### config.mk
export PLATFORM = sky130hd
export DESIGN_NAME = match_sequencer_flat
export DESIGN_NICKNAME = d
export VERILOG_FILES = /design/src/rtl/match_sequencer_pkg.sv /design/src/rtl/match_sequencer_if.sv /design/src/rtl/match_sequencer_frame_timer.sv /design/src/rtl/match_sequencer.sv /design/src/flat_wrapper.sv
export SDC_FILE = /design/constraint.sdc
export NUM_CORES = 1
export LEC_CHECK = 0
export CAP_MARGIN = 30
export CORE_MARGIN = 2
export CORE_UTILIZATION = 65
export CTS_CLUSTER_DIAMETER = 100
export DETAILED_ROUTE_END_ITERATION = 7
export DONT_BUFFER_PORTS = 1
export PLACE_DENSITY = 0.88
export SLEW_MARGIN = 0
export SYNTH_ARGS = -nofsm -noshare
export SYNTH_HDL_FRONTEND = slang
export SYNTH_SLANG_ARGS = --single-unit
### constraint.sdc
create_clock -name clk50M -period 5.3 [get_ports clk50M]
set_input_delay 0.53 -clock clk50M [delete_from_list [all_inputs] [get_ports clk50M]]
set_output_delay 0.53 -clock clk50M [all_outputs]
set_load 0.005 [all_outputs]
### src/rtl/match_sequencer_pkg.sv
// Shared types and widths for the pong match sequencer: state encodings,
// score/timer widths, winner codes and the win-by-two helper.
package match_seq_pkg;

   localparam int SCORE_W = 4;
   localparam int TIMER_W = 8;
   localparam logic [SCORE_W-1:0] SCORE_MAX = 4'd15;

   typedef enum logic [2:0] {
      ST_IDLE  = 3'd0,
      ST_SERVE = 3'd1,
      ST_RALLY = 3'd2,
      ST_POINT = 3'd3,
      ST_OVER  = 3'd4
   } state_t;

   typedef enum logic [1:0] {
      WIN_NONE  = 2'b00,
      WIN_LEFT  = 2'b01,
      WIN_RIGHT = 2'b10
   } winner_t;

   // One extra bit so theirs+2 cannot overflow at the 15 cap
   function automatic logic leads_by_two(input logic [SCORE_W-1:0] mine,
                                         input logic [SCORE_W-1:0] theirs);
      return {1'b0, mine} >= ({1'b0, theirs} + 5'd2);
   endfunction

endpackage

### src/rtl/match_sequencer_if.sv
// Frame/miss/start inputs and score/status outputs of the match sequencer.
interface match_sequencer_if;

   logic                              endofframe;
   logic [1:0]                        missed;
   logic                              isMoving;
   logic                              restart;
   logic                              serve_dir;
   logic [match_seq_pkg::SCORE_W-1:0] score_one;
   logic [match_seq_pkg::SCORE_W-1:0] score_two;
   logic [1:0]                        winner;
   logic [2:0]                        state_dbg;

   modport master (
      output endofframe, missed, isMoving,
      input  restart, serve_dir, score_one, score_two, winner, state_dbg
   );

   modport slave (
      input  endofframe, missed, isMoving,
      output restart, serve_dir, score_one, score_two, winner, state_dbg
   );

endinterface

### src/rtl/match_sequencer_frame_timer.sv
// Saturating frame down-counter used for the serve countdown and game-over hold.
module frame_timer
   import match_seq_pkg::*;
(
   input  logic               clk50M,
   input  logic               reset,
   input  logic               load,
   input  logic [TIMER_W-1:0] load_value,
   input  logic               endofframe,
   output logic               done
);

   logic [TIMER_W-1:0] count;

   always_ff @(posedge clk50M or posedge reset) begin
      if (reset) begin
         count <= '0;
      end else if (load) begin
         count <= load_value;
      end else if (endofframe && (count != '0)) begin
         count <= count - 1'b1;
      end
   end

   assign done = (count == '0);

endmodule

### src/rtl/match_sequencer.sv
// Match-level FSM for pong: idle, serve countdown, rally, point, game over.
// Define MATCH_SEQ_DEUCE_EN for the win-by-two rule (hard win at 15).
module match_sequencer
   import match_seq_pkg::*;
#(
   parameter int                 WIN_SCORE    = 7,
   parameter logic [TIMER_W-1:0] SERVE_FRAMES = 8'd90,
   parameter logic [TIMER_W-1:0] OVER_FRAMES  = 8'd180
) (
   input logic               clk50M,
   input logic               reset,
   match_sequencer_if.slave  bus
);

   localparam logic [SCORE_W-1:0] WIN_TARGET = SCORE_W'(WIN_SCORE);

   state_t             state_q, state_d;
   logic [SCORE_W-1:0] score_one_q, score_one_d;
   logic [SCORE_W-1:0] score_two_q, score_two_d;
   logic               serve_dir_q, serve_dir_d;
   winner_t            winner_q, winner_d;
   logic               restart_q;
   logic               timer_load;
   logic [TIMER_W-1:0] timer_value;
   logic               timer_done;
   logic               left_won, right_won;

   frame_timer u_timer (
      .clk50M     (clk50M),
      .reset      (reset),
      .load       (timer_load),
      .load_value (timer_value),
      .endofframe (bus.endofframe),
      .done       (timer_done)
   );

`ifdef MATCH_SEQ_DEUCE_EN
   assign left_won  = (score_one_q == SCORE_MAX) ||
                      ((score_one_q >= WIN_TARGET) && leads_by_two(score_one_q, score_two_q));
   assign right_won = (score_two_q == SCORE_MAX) ||
                      ((score_two_q >= WIN_TARGET) && leads_by_two(score_two_q, score_one_q));
`else
   assign left_won  = (score_one_q >= WIN_TARGET);
   assign right_won = (score_two_q >= WIN_TARGET);
`endif

   // Next-state and next-register values; the serve points toward whoever conceded
   always_comb begin
      state_d     = state_q;
      score_one_d = score_one_q;
      score_two_d = score_two_q;
      serve_dir_d = serve_dir_q;
      winner_d    = winner_q;
      timer_load  = 1'b0;
      timer_value = SERVE_FRAMES;
      case (state_q)
         ST_IDLE: begin
            if (bus.endofframe && bus.isMoving) begin
               score_one_d = '0;
               score_two_d = '0;
               winner_d    = WIN_NONE;
               timer_load  = 1'b1;
               state_d     = ST_SERVE;
            end
         end
         ST_SERVE: begin
            if (bus.endofframe && timer_done) state_d = ST_RALLY;
         end
         ST_RALLY: begin
            if (bus.endofframe) begin
               case (bus.missed)
                  2'b01: begin
                     if (score_two_q != SCORE_MAX) score_two_d = score_two_q + 1'b1;
                     serve_dir_d = 1'b0;
                     state_d     = ST_POINT;
                  end
                  2'b10: begin
                     if (score_one_q != SCORE_MAX) score_one_d = score_one_q + 1'b1;
                     serve_dir_d = 1'b1;
                     state_d     = ST_POINT;
                  end
                  2'b11: begin
                     timer_load = 1'b1;
                     state_d    = ST_SERVE;
                  end
                  default: ;
               endcase
            end
         end
         ST_POINT: begin
            timer_load = 1'b1;
            if (left_won) begin
               winner_d    = WIN_LEFT;
               timer_value = OVER_FRAMES;
               state_d     = ST_OVER;
            end else if (right_won) begin
               winner_d    = WIN_RIGHT;
               timer_value = OVER_FRAMES;
               state_d     = ST_OVER;
            end else begin
               state_d     = ST_SERVE;
            end
         end
         ST_OVER: begin
            if (bus.endofframe && timer_done) state_d = ST_IDLE;
         end
         default: state_d = ST_IDLE;
      endcase
   end

   always_ff @(posedge clk50M or posedge reset) begin
      if (reset) begin
         state_q     <= ST_IDLE;
         score_one_q <= '0;
         score_two_q <= '0;
         serve_dir_q <= 1'b0;
         winner_q    <= WIN_NONE;
         restart_q   <= 1'b1;
      end else begin
         state_q     <= state_d;
         score_one_q <= score_one_d;
         score_two_q <= score_two_d;
         serve_dir_q <= serve_dir_d;
         winner_q    <= winner_d;
         restart_q   <= (state_d != ST_RALLY);
      end
   end

   assign bus.restart   = restart_q;
   assign bus.serve_dir = serve_dir_q;
   assign bus.score_one = score_one_q;
   assign bus.score_two = score_two_q;
   assign bus.winner    = winner_q;
   assign bus.state_dbg = state_q;

endmodule

### src/flat_wrapper.sv
// flat-port wrapper written by rule: the top's interface ports become plain ports
module match_sequencer_flat import match_seq_pkg::*;
#(
   parameter int                 WIN_SCORE    = 7,
   parameter logic [TIMER_W-1:0] SERVE_FRAMES = 8'd90,
   parameter logic [TIMER_W-1:0] OVER_FRAMES  = 8'd180
)
  (clk50M, reset, bus_endofframe, bus_missed, bus_isMoving, bus_restart, bus_serve_dir, bus_score_one, bus_score_two, bus_winner, bus_state_dbg);
  match_sequencer_if bus_i ();
  input logic clk50M;
  input logic reset;
  input wire logic [$bits(bus_i.endofframe)-1:0] bus_endofframe;
  input wire logic [$bits(bus_i.missed)-1:0] bus_missed;
  input wire logic [$bits(bus_i.isMoving)-1:0] bus_isMoving;
  output wire logic [$bits(bus_i.restart)-1:0] bus_restart;
  output wire logic [$bits(bus_i.serve_dir)-1:0] bus_serve_dir;
  output wire logic [$bits(bus_i.score_one)-1:0] bus_score_one;
  output wire logic [$bits(bus_i.score_two)-1:0] bus_score_two;
  output wire logic [$bits(bus_i.winner)-1:0] bus_winner;
  output wire logic [$bits(bus_i.state_dbg)-1:0] bus_state_dbg;
  assign bus_i.endofframe = bus_endofframe;
  assign bus_i.missed = bus_missed;
  assign bus_i.isMoving = bus_isMoving;
  assign bus_restart = bus_i.restart;
  assign bus_serve_dir = bus_i.serve_dir;
  assign bus_score_one = bus_i.score_one;
  assign bus_score_two = bus_i.score_two;
  assign bus_winner = bus_i.winner;
  assign bus_state_dbg = bus_i.state_dbg;
  match_sequencer #(.WIN_SCORE(WIN_SCORE), .SERVE_FRAMES(SERVE_FRAMES), .OVER_FRAMES(OVER_FRAMES)) u_core (.clk50M(clk50M), .reset(reset), .bus(bus_i));
endmodule
==> results of run 1 <==
## flip-flops by register name (all words and copies together), names as in the netlist
signal and cells:
u_core.bus.score_one 4, u_core.bus.serve_dir 1, u_core.bus.restart 1, u_core.bus.score_two 4, u_core.bus.winner 2, u_core.u_timer.count 8
u_core.bus.state_dbg 3
## stage by stage
| stage | setup slack, ns | util [%] | instance area [um2] |
|---|---|---|---|
| 5_1_grt | 2.83 | 71.1 | 1400 |
| 3_5_place_dp | 3.13 | 69.7 | 1370 |
| 3_3_place_gp | 3.26 | 69.7 | 1370 |
| 4_1_cts | 3.10 | 71.1 | 1400 |
| 2_1_floorplan | 3.42 | - | 1350 |
| 6_report | 3.06 | 71.1 | 1400 |
## final timing paths
| path | from | endpoint | slack [ns] | cells past startpoint |
|---|---|---|---|---|
| setup reg to reg | u_core.u_timer.count[0] | u_core.u_timer.count[1] | 3.06 | 6 |
| setup / recovery | u_core.u_timer.count[0] | u_core.u_timer.count[1] | 3.06 | 6 |
| hold reg to reg | u_core.bus.winner[0] | u_core.bus.winner[0] | 0.53 | 1 |
| min in group clk50M | bus_endofframe | u_core.bus.state_dbg[1] | 0.37 | 1 |
| hold / removal | reset | u_core.bus.state_dbg[1] | 0.25 | 1 |
| max in group asynchronous | reset | u_core.u_timer.count[2] | 4.50 | 1 |
## layout by cell type (no fill, tap or decap), types with 2 or more instances in the layout
cell                       Yosys  routed
sky130_fd_sc_hd__a31oi_1       3       3
sky130_fd_sc_hd__nor2_1       11      11
sky130_fd_sc_hd__ha_1          8       8
sky130_fd_sc_hd__clkbuf_4      0       3
sky130_fd_sc_hd__o211ai_1      2       2
sky130_fd_sc_hd__o21a_1        2       2
sky130_fd_sc_hd__a21o_1        2       2
sky130_fd_sc_hd__inv_1         5       5
sky130_fd_sc_hd__a211oi_1      2       2
sky130_fd_sc_hd__nor3_1        2       2
sky130_fd_sc_hd__nand4b_1      2       2
sky130_fd_sc_hd__nand3_1       4       4
sky130_fd_sc_hd__nor3b_1       4       4
sky130_fd_sc_hd__o21ai_0       9       9
sky130_fd_sc_hd__or3b_2        2       2
sky130_fd_sc_hd__and3_1        2       2
sky130_fd_sc_hd__or3_1         4       4
sky130_fd_sc_hd__nand2_1       7       7
sky130_fd_sc_hd__a21oi_1      18      18
sky130_fd_sc_hd__and2_1        2       2
sky130_fd_sc_hd__o31ai_1       2       2
sky130_fd_sc_hd__dfrtp_1      22      22
sky130_fd_sc_hd__xnor2_1       2       2
sky130_fd_sc_hd__mux2i_1       3       3
## cell type report
type | instances | area (um2)
Sequential cell | 23 | 577
Tap cell | 27 | 33.8
Multi-Input combinational cell | 109 | 738
Fill cell | 169 | 567
Clock buffer | 3 | 22.5
Inverter | 5 | 18.8
Clock inverter | 1 | 5.00
## worst max-delay path, stage by stage, from the launching register on
cell and delay [ns]:
sky130_fd_sc_hd__dfrtp_1 0.41, sky130_fd_sc_hd__inv_1 0.12, sky130_fd_sc_hd__ha_1 0.18, sky130_fd_sc_hd__nor3b_1 0.68, sky130_fd_sc_hd__a21boi_0 0.35, sky130_fd_sc_hd__o21a_1 0.25, sky130_fd_sc_hd__a21o_1 0.17
## cell families after synthesis
kind of cell / share of synthesized area [%]
and+or+nand+nor: 21.7
adders and majority gates: 7.43
muxes: 3.06
DFF: 42.8
xor gates and xnor gates: 1.30
buffers and inverters: 2.41
AOI/OAI and AO/OA: 21.3
## layer usage
layer | part of all wire, % | up-vias | track usage [%]
met5 | 0 | - | 0
met4 | 1.3 | 0 | 10.2
met3 | 6.4 | 5 | 7.27
met2 | 48 | 36 | 41.8
met1 | 45 | 544 | 34.6
li1 | - | 524 | -
## where the power goes
group | internal (uW) | switching [uW]
logic | 63.0 | 67.8
registers | 216 | 55.6
clock network | 28.4 | 57.0
total | 307 | 180
==> impl_metrics.py, run 1 <==
metrics = {
    "setup_path": {
        "arrival_time_of_the_worst_setup_path_ns": 2.47,
        "worst-setup-path-type": "flip-flop to flip-flop",
        "worstSetupEndpointType": "flip-flop",
        "setup.worst_path.start_class": "flip-flop",
        "crit_fanout": 8,
        "critPathRequiredTime_ns": 5.53,
    },
    "yosys": {
        "seq_area_frac_synth_pct": 42.8,
        "synth_flop_cell": "sky130_fd_sc_hd__dfrtp_1",
        "ys_warnings": 0,
        "post-synth-top-area-fraction_pct": 40.9,
        "mapped_area_um2": 1350,
        "synthDominantAreaCellType": "sky130_fd_sc_hd__dfrtp_1",
        "ys_types": 43,
        "synth_edf_count": 0,
        "synth_commonest_cells": "sky130_fd_sc_hd__dfrtp_1 (22), sky130_fd_sc_hd__a21oi_1 (18), sky130_fd_sc_hd__nor2_1 (11)",
        "register_bit_count_reported_by_yosys": 23,
        "postSynthNetCount": 154,
        "synthCells": 140,
        "synth.avg_cell_area_um2": 9.63,
        "synth-async-reset-ratio_pct": 100,
        "netlist_top_cells_area": "sky130_fd_sc_hd__dfrtp_1 (41%), sky130_fd_sc_hd__ha_1 (7.4%), sky130_fd_sc_hd__a21oi_1 (6.7%), sky130_fd_sc_hd__o21ai_0 (3.3%), sky130_fd_sc_hd__nor2_1 (3.1%)",
        "yosys.cell_count.top_type": "sky130_fd_sc_hd__dfrtp_1",
    },
    "run": {
        "maxCapViolations": 0,
    },
    "layout": {
        "areaGrowthSynthToFinish_pct": 3.53,
        "drive_gt1_share_pct": 9.22,
        "layout.cells.non_filler": 168,
        "num-nets-final": 156,
        "num_antenna_cells": 0,
    },
    "route": {
        "avgRoutedWirePerCell_um": 17.1,
        "routed-via-count": 1109,
        "detailedRoute.firstIterationViolations": 29,
        "vias_per_cell": 6.60,
        "drtAntennaViolNets": 0,
        "drt-total-wl_mm": 2.88,
        "route.detailed.drc": 0,
        "detail_route.first_pass.iterations": 4,
    },
    "placed_design": {
        "port_buffers": 0,
        "dpl.cell_count": 164,
        "dpl.hpwl_mm": 2.07,
        "gp_congestion": 0.787,
    },
    "cts": {
        "h_tree_levels": 1,
        "ctsRootBufferMaster": "sky130_fd_sc_hd__clkbuf_4",
        "hold_buffers": 0,
        "insertion_delay_ns": 0.33,
        "clock_path_buffers": 2,
        "cts.repair_timing.setup_buffer_count": 0,
        "cts_tree": "done",
        "cts-buffers-inserted": 3,
        "clk_transition_reported_paths_ns": 0.14,
        "tritoncts_num_sinks": 23,
        "cts-resized-gates": 0,
    },
    "floorplanning": {
        "core.rowCount": 16,
        "fp.coreArea_um2": 1960,
        "design.die.area_um2": 2450,
        "floorplan.io_pins": 21,
        "die_y_um": 49.5,
        "die_w_um": 49.5,
        "start_util_pct": 68.7,
    },
    "sta": {
        "worst-slew-pin-transition_ns": 0.875,
        "finalCritPeriodShare_pct": 42.3,
        "max_freq_ghz": 0.446,
        "slew_headroom_pct": 41.6,
        "fin_tns_setup_ns": 0,
        "rsz0062_at_grt": "false",
        "timing.final.crit_period_ns": 2.24,
        "clock-skew-final_ns": 0.0139,
        "setup_viol_count_final": 0,
        "finalMaxSlewViolations": 0,
        "whs_ns": 0.251,
        "hold_viol": 0,
    },
    "status": {
        "outcome": "finished clean",
    },
    "power": {
        "power-per-cell-area_nw_per_um2": 349,
        "report.power.total_uw": 487,
        "power_leakage_uw": 0.000613,
        "worst_ir_drop_vdd_mv": 0.210,
    },
    "worst_hold_path": {
        "hold_class": "primary input to asynchronous set/reset pin",
    },
    "grt": {
        "grt_usage_pct": 26.5,
        "grt_antenna_before_repair": 0,
        "gr-total-overflow": 0,
        "via_count_of_the_first_global_routing_pass": 1084,
        "largest_net_degree_at_the_start_of_global_routing": 24,
        "wire_length_of_the_first_global_routing_pass_mm": 4.93,
    },
}
Note: power is estimated with default switching activity, not from simulation.
==> inputs of run 2 (changes only) <==
Settings changed: CORE_UTILIZATION 65 to 55, PLACE_DENSITY 0.88 to 0.8.
Clock period 5.3 ns to 2.02 ns, I/O delays scaled along.
==> run 2 against run 1 <==
Compared with the run above: largest power group unchanged; clock-buffer cell count unchanged; clock power increased to 2.5 times the previous value; final cell count increased by 5.4%; clock skew increased by 0.0032 ns; largest cell class unchanged.
==> impl_metrics.py, run 2 (same netlist as run 1, synthesis figures left out) <==
metrics = {
    "placed_design": {
        "port_buffers": 0,
        "dpl.cell_count": 172,
        "gp_congestion": 0.853,
        "postPlaceCellArea_um2": 1420,
        "dpl.hpwl_mm": 2.06,
    },
    "floorplanning": {
        "fp.coreArea_um2": 2250,
        "design.die.area_um2": 2860,
        "start_util_pct": 59.8,
        "die_y_um": 53.5,
        "die_w_um": 53.5,
        "core.rowCount": 17,
        "floorplan.io_pins": 21,
    },
    "route": {
        "routed-via-count": 1138,
        "route.detailed.drc": 0,
        "avgRoutedWirePerCell_um": 16.0,
        "drt-total-wl_mm": 2.84,
        "detail_route.first_pass.iterations": 4,
        "drtAntennaViolNets": 0,
        "detailedRoute.firstIterationViolations": 36,
        "vias_per_cell": 6.43,
    },
    "setup_path": {
        "setup.worst_path.start_class": "flip-flop",
        "worst-setup-path-type": "flip-flop to flip-flop",
        "worst_path_max_delay_cell": "sky130_fd_sc_hd__a2bb2oi_1",
        "crit_fanout": 9,
        "critPathRequiredTime_ns": 2.23,
        "timing.critical_path.cells": "buf_4 > a21oi_1 > a2bb2oi_1 > nor2_1 > a21o_1",
        "max_stage_delay_ns": 0.62,
        "worstSetupEndpointType": "flip-flop",
        "arrival_time_of_the_worst_setup_path_ns": 2.07,
    },
    "power": {
        "worst_ir_drop_vdd_mv": 0.599,
        "power_leakage_uw": 0.000653,
        "power-per-cell-area_nw_per_um2": 902,
    },
    "grt": {
        "grt_antenna_before_repair": 0,
        "wire_length_of_the_first_global_routing_pass_mm": 4.80,
        "globalRouteMet2Util_pct": 38.3,
        "gr-total-overflow": 0,
        "grt_util_met1_pct": 29.7,
        "grt_most_used_layer": "met2",
        "via_count_of_the_first_global_routing_pass": 1132,
        "grt_usage_pct": 23.1,
        "largest_net_degree_at_the_start_of_global_routing": 24,
        "grt_util_met3_pct": 4.24,
    },
    "sta": {
        "hold_viol": 0,
        "timing.final.crit_period_ns": 1.87,
        "clock-skew-final_ns": 0.0171,
        "worst-slew-pin-transition_ns": 0.860,
        "max_freq_ghz": 0.536,
        "rsz0062_at_grt": "false",
        "fin_tns_setup_ns": 0,
        "finalCritPeriodShare_pct": 92.4,
        "finalMaxSlewViolations": 0,
        "setup_viol_count_final": 0,
        "slew_headroom_pct": 42.6,
    },
    "cts": {
        "ctsRootBufferMaster": "sky130_fd_sc_hd__clkbuf_4",
        "clk_transition_reported_paths_ns": 0.14,
        "insertion_delay_ns": 0.32,
        "tritoncts_num_sinks": 23,
        "cts-buffers-inserted": 3,
        "cts_tree": "done",
        "h_tree_levels": 1,
        "clock_path_buffers": 2,
    },
    "layout": {
        "layout.cells.non_filler": 177,
        "final_cell_area_um2": 1470,
        "largest_register_ffs": 8,
        "num-fill-cells": 179,
        "final_common_cell": "sky130_fd_sc_hd__dfrtp_1",
        "largest_register": "u_core.u_timer.count",
        "num_antenna_cells": 0,
        "drive_gt1_share_pct": 14.1,
        "num-nets-final": 164,
        "leading_cell_types_in_the_layout_fill_and_taps_excluded": "sky130_fd_sc_hd__dfrtp_1 (22), sky130_fd_sc_hd__a21oi_1 (18), sky130_fd_sc_hd__nor2_1 (11)",
        "areaGrowthSynthToFinish_pct": 8.73,
    },
    "status": {
        "outcome": "finished clean",
    },
    "run": {
        "maxCapViolations": 0,
    },
    "worst_hold_path": {
        "hold_class": "primary input to flip-flop",
    },
}
-- run 2: changes by cell type in the layout (fill, tap and decap cells not counted), sizes merged --
| cell | before | now |
|---|---|---|
| buf | 0 | 7 |
| dlygate4sd3 | 0 | 1 |
-- run 2: repair_timing --
item,in CTS,in global routing
gates resized for setup,0,2
hold buffers,1,0
buffers inserted,0,0
setup endpoints to repair,0,1
endpoints found under the hold margin,22,0
-- run 2: final timing paths --
kind,slack [ns],cells past startpoint,to,from
min in group asynchronous,0.49,2,u_core.bus.state_dbg[0],reset
hold reg to reg,0.53,1,u_core.bus.winner[0],u_core.bus.winner[0]
setup reg to reg,0.15,5,u_core.u_timer.count[1],u_core.bus.state_dbg[0]
setup / recovery,0.15,5,u_core.u_timer.count[1],u_core.bus.state_dbg[0]
hold / removal,0.06,1,u_core.bus.state_dbg[1],bus_endofframe
max in group asynchronous,0.99,2,u_core.bus.winner[0],reset
-- run 2: worst max-delay path: cells and delay by family, from the launching register on --
kind                   cells  cell delay [ns]
AO/OA/AOI/OAI              3             0.96
flip-flops                 1             0.41
AND/OR/NAND/NOR            1             0.21
buffers and inverters      1             0.17
-- run 2: metrics by stage --
step	power, uW	util, %	hold WS [ns]	worst slack, ns
after floorplan	969	-	0.203	0.135
after global placement	1060	63.0	0.304	0.226
after detailed placement	1090	63.0	0.313	0.157
after CTS	1310	64.7	0.0757	0.0453
after global routing	1410	65.0	0.0659	0.0397
final	1320	65.0	0.0627	0.154
-- run 2: cell type report --
| cell class | count | area [um2] | area share, % |
|---|---|---|---|
| Inverter | 5 | 18.8 | 1.28 |
| Tap cell | 28 | 35.0 | 2.39 |
| Clock inverter | 1 | 5.00 | 0.342 |
| Clock buffer | 3 | 22.5 | 1.54 |
| Multi-Input combinational cell | 109 | 744 | 50.8 |
| Timing Repair Buffer | 8 | 62.6 | 4.27 |
| Sequential cell | 23 | 577 | 39.4 |
-- run 2: power by group --
group | total (uW) | switching [uW] | internal (uW)
Clock | 215 | 141 | 73.9
Combinational | 411 | 215 | 196
Sequential | 695 | 129 | 566
-- run 2: routing by layer --
metal	vias to the layer above	wire, um
met5	-	0
met4	0	29
met3	4	148
met2	34	1320
met1	559	1340
li1	541	-
==> inputs of run 3 (changes only) <==
--- a/config.mk
+++ b/config.mk
@@ -9,3 +9,3 @@
 export CORE_MARGIN = 2
-export CORE_UTILIZATION = 55
+export CORE_UTILIZATION = 61
 export CTS_CLUSTER_DIAMETER = 100
@@ -13,3 +13,3 @@
 export DONT_BUFFER_PORTS = 1
-export PLACE_DENSITY = 0.8
+export PLACE_DENSITY = 0.84
 export SLEW_MARGIN = 0
==> constraint.sdc (replaced) <==
create_clock -name clk50M -period 2.1 [get_ports clk50M]
set_input_delay 0.21 -clock clk50M [delete_from_list [all_inputs] [get_ports clk50M]]
set_output_delay 0.21 -clock clk50M [all_outputs]
set_load 0.05 [all_outputs]
==> run 3 against run 2 <==
Compared with the run above: clock skew decreased by 0.015 ns; flip-flop and latch count unchanged; first-iteration DRC count decreased by 28%; register-to-register slack got worse by 0.03 ns; design area increased by 3.6%; wire length increased by 8.7%; via count increased by 4.4%; sequential share of layout area decreased by 1.4 points; combinational power increased by 6.8%; non-clock buffer count increased by 8; global-route usage increased by 4.5 points; hold slack improved by 0.032 ns; critical endpoint is now u_core.bus.restart; largest cell class unchanged; largest power group unchanged.
==> impl_metrics.py, run 3 (same netlist as run 1, synthesis figures left out) <==
metrics = {
    "status": {
        "outcome": "finished clean",
    },
    "power": {
        "power_leakage_uw": 0.000692,
        "share_clk_of_total_power_pct": 15.4,
        "power.sequential.fraction_pct": 52.1,
        "power-per-cell-area_nw_per_um2": 892,
        "power.switching_fraction_pct": 40.3,
        "sw_power_uw": 546,
        "comb_power_share_pct": 32.4,
        "worst_ir_drop_vdd_mv": 0.741,
        "internal_power_uw": 807,
    },
    "setup_path": {
        "worst-setup-path-type": "flip-flop to flip-flop",
        "crit_fanout": 4,
        "setup.worst_path.start_class": "flip-flop",
        "arrival_time_of_the_worst_setup_path_ns": 2.23,
        "worstSetupEndpointType": "flip-flop",
        "critPathRequiredTime_ns": 2.35,
    },
    "cts": {
        "insertion_delay_ns": 0.32,
        "cts.repair_timing.setup_buffer_count": 0,
        "h_tree_levels": 1,
        "ctsRootBufferMaster": "sky130_fd_sc_hd__clkbuf_4",
        "tritoncts_num_sinks": 23,
        "clk_transition_reported_paths_ns": 0.12,
        "cts-buffers-inserted": 3,
        "clock_path_buffers": 2,
        "cts_tree": "done",
    },
    "route": {
        "drtAntennaViolNets": 0,
        "routed-via-count": 1188,
        "detailedRoute.firstIterationViolations": 26,
        "route.detailed.drc": 0,
        "avgRoutedWirePerCell_um": 16.7,
        "drt-total-wl_mm": 3.08,
        "detail_route.first_pass.iterations": 4,
        "vias_per_cell": 6.42,
    },
    "floorplanning": {
        "design.die.area_um2": 2600,
        "start_util_pct": 62.7,
        "fp.coreArea_um2": 2150,
        "floorplan.io_pins": 21,
        "core.rowCount": 17,
        "die_y_um": 51,
        "die_w_um": 51,
    },
    "sta": {
        "finalCritPeriodShare_pct": 93.9,
        "max_freq_ghz": 0.507,
        "fin_tns_setup_ns": 0,
        "worst-slew-pin-transition_ns": 0.848,
        "setup_viol_count_final": 0,
        "slew_headroom_pct": 43.4,
        "timing.final.crit_period_ns": 1.97,
        "rsz0062_at_grt": "false",
        "hold_viol": 0,
        "finalMaxSlewViolations": 0,
        "clock-skew-final_ns": 0.00175,
    },
    "grt": {
        "grt_antenna_before_repair": 0,
        "largest_net_degree_at_the_start_of_global_routing": 24,
        "grt_usage_pct": 27.6,
        "via_count_of_the_first_global_routing_pass": 1149,
        "wire_length_of_the_first_global_routing_pass_mm": 5.28,
        "gr-total-overflow": 0,
    },
    "placed_design": {
        "gp_congestion": 0.857,
        "dpl.hpwl_mm": 2.41,
        "port_buffers": 0,
        "dpl.cell_count": 180,
        "postPlaceCellArea_um2": 1480,
    },
    "layout": {
        "areaGrowthSynthToFinish_pct": 12.6,
        "leading_cell_types_in_the_layout_fill_and_taps_excluded": "sky130_fd_sc_hd__dfrtp_1 (22), sky130_fd_sc_hd__a21oi_1 (18), sky130_fd_sc_hd__buf_4 (15)",
        "num-nets-final": 172,
        "num-fill-cells": 167,
        "drive_gt1_share_pct": 17.2,
        "final_cell_area_um2": 1520,
        "final_common_cell": "sky130_fd_sc_hd__dfrtp_1",
        "largest_register": "u_core.u_timer.count",
        "num_antenna_cells": 0,
        "layout.cells.non_filler": 185,
        "largest_register_ffs": 8,
    },
    "run": {
        "maxCapViolations": 0,
    },
    "worst_hold_path": {
        "hold_class": "primary input to flip-flop",
    },
}
-- run 3: cell types whose count changed in the layout (fill, tap and decap cells not counted), sizes merged --
cell,delta
buf,+8
clkbuf,+1
clkinv,-1
-- run 3: layout make-up --
| cell class | count | area, um2 | area share (%) |
|---|---|---|---|
| clock buffer | 4 | 26.3 | 1.73 |
| inverter | 5 | 18.8 | 1.24 |
| timing repair buffer | 16 | 123 | 8.08 |
| multi-input combinational | 109 | 738 | 48.6 |
| tap | 28 | 35.0 | 2.31 |
| sequential | 23 | 577 | 38.0 |
-- run 3: worst paths after layout --
kind | cells past startpoint | endpoint | from | slack, ns
min | 1 | u_core.bus.state_dbg[1] | bus_endofframe | 0.09
min reg2reg | 2 | u_core.u_timer.count[6] | u_core.u_timer.count[6] | 0.63
max in group asynchronous | 2 | u_core.u_timer.count[0] | reset | 1.10
min in group asynchronous | 2 | u_core.bus.score_two[0] | reset | 0.49
max reg2reg | 5 | u_core.bus.restart | u_core.u_timer.count[0] | 0.13
max | 5 | u_core.bus.restart | u_core.u_timer.count[0] | 0.13
-- run 3: metal layers --
metal  share of wire [%]  vias up  wire length (um)  track usage [%]
li1                    -      558                 -                -
met1                  42      573              1310             34.4
met2                  49       50              1500             44.4
met3                 6.7        7               206             5.85
met4                 2.2        0                69             15.3
met5                   0        -                 0                0
-- run 3: worst max-delay path, stage by stage, from the launching register on --
cell,delay (ns)
sky130_fd_sc_hd__dfrtp_1,0.41
sky130_fd_sc_hd__inv_1,0.12
sky130_fd_sc_hd__ha_1,0.17
sky130_fd_sc_hd__nor3b_1,0.46
sky130_fd_sc_hd__a41o_1,0.29
sky130_fd_sc_hd__or3b_2,0.45
-- run 3: timing repair --
| item | CTS | global route |
|---|---|---|
| hold buffers | 1 | 0 |
| setup endpoints to repair | 0 | 0 |
| endpoints found under the hold margin | 22 | 0 |
| resized for setup | 0 | 0 |
-- run 3: power by group through the flow --
stage | Combinational (uW) | Clock (uW) | Sequential, uW
5_1_grt | 497 | 230 | 725
6_report | 439 | 209 | 705
4_1_cts | 441 | 210 | 702
3_5_place_dp | 438 | 0 | 709
3_3_place_gp | 412 | 0 | 699
2_1_floorplan | 279 | 0 | 740
-- run 3: metrics by stage --
| step | setup slack (ns) | power, uW | util [%] | hold WS, ns |
|---|---|---|---|---|
| floorplan | 0.170 | 1020 | - | 0.211 |
| global placement | 0.323 | 1110 | 69.0 | 0.313 |
| detailed placement | 0.150 | 1150 | 69.0 | 0.314 |
| CTS | 0.126 | 1350 | 70.6 | 0.101 |
| global route | 0.0257 | 1450 | 70.6 | 0.102 |
| finish | 0.127 | 1350 | 70.6 | 0.0947 |
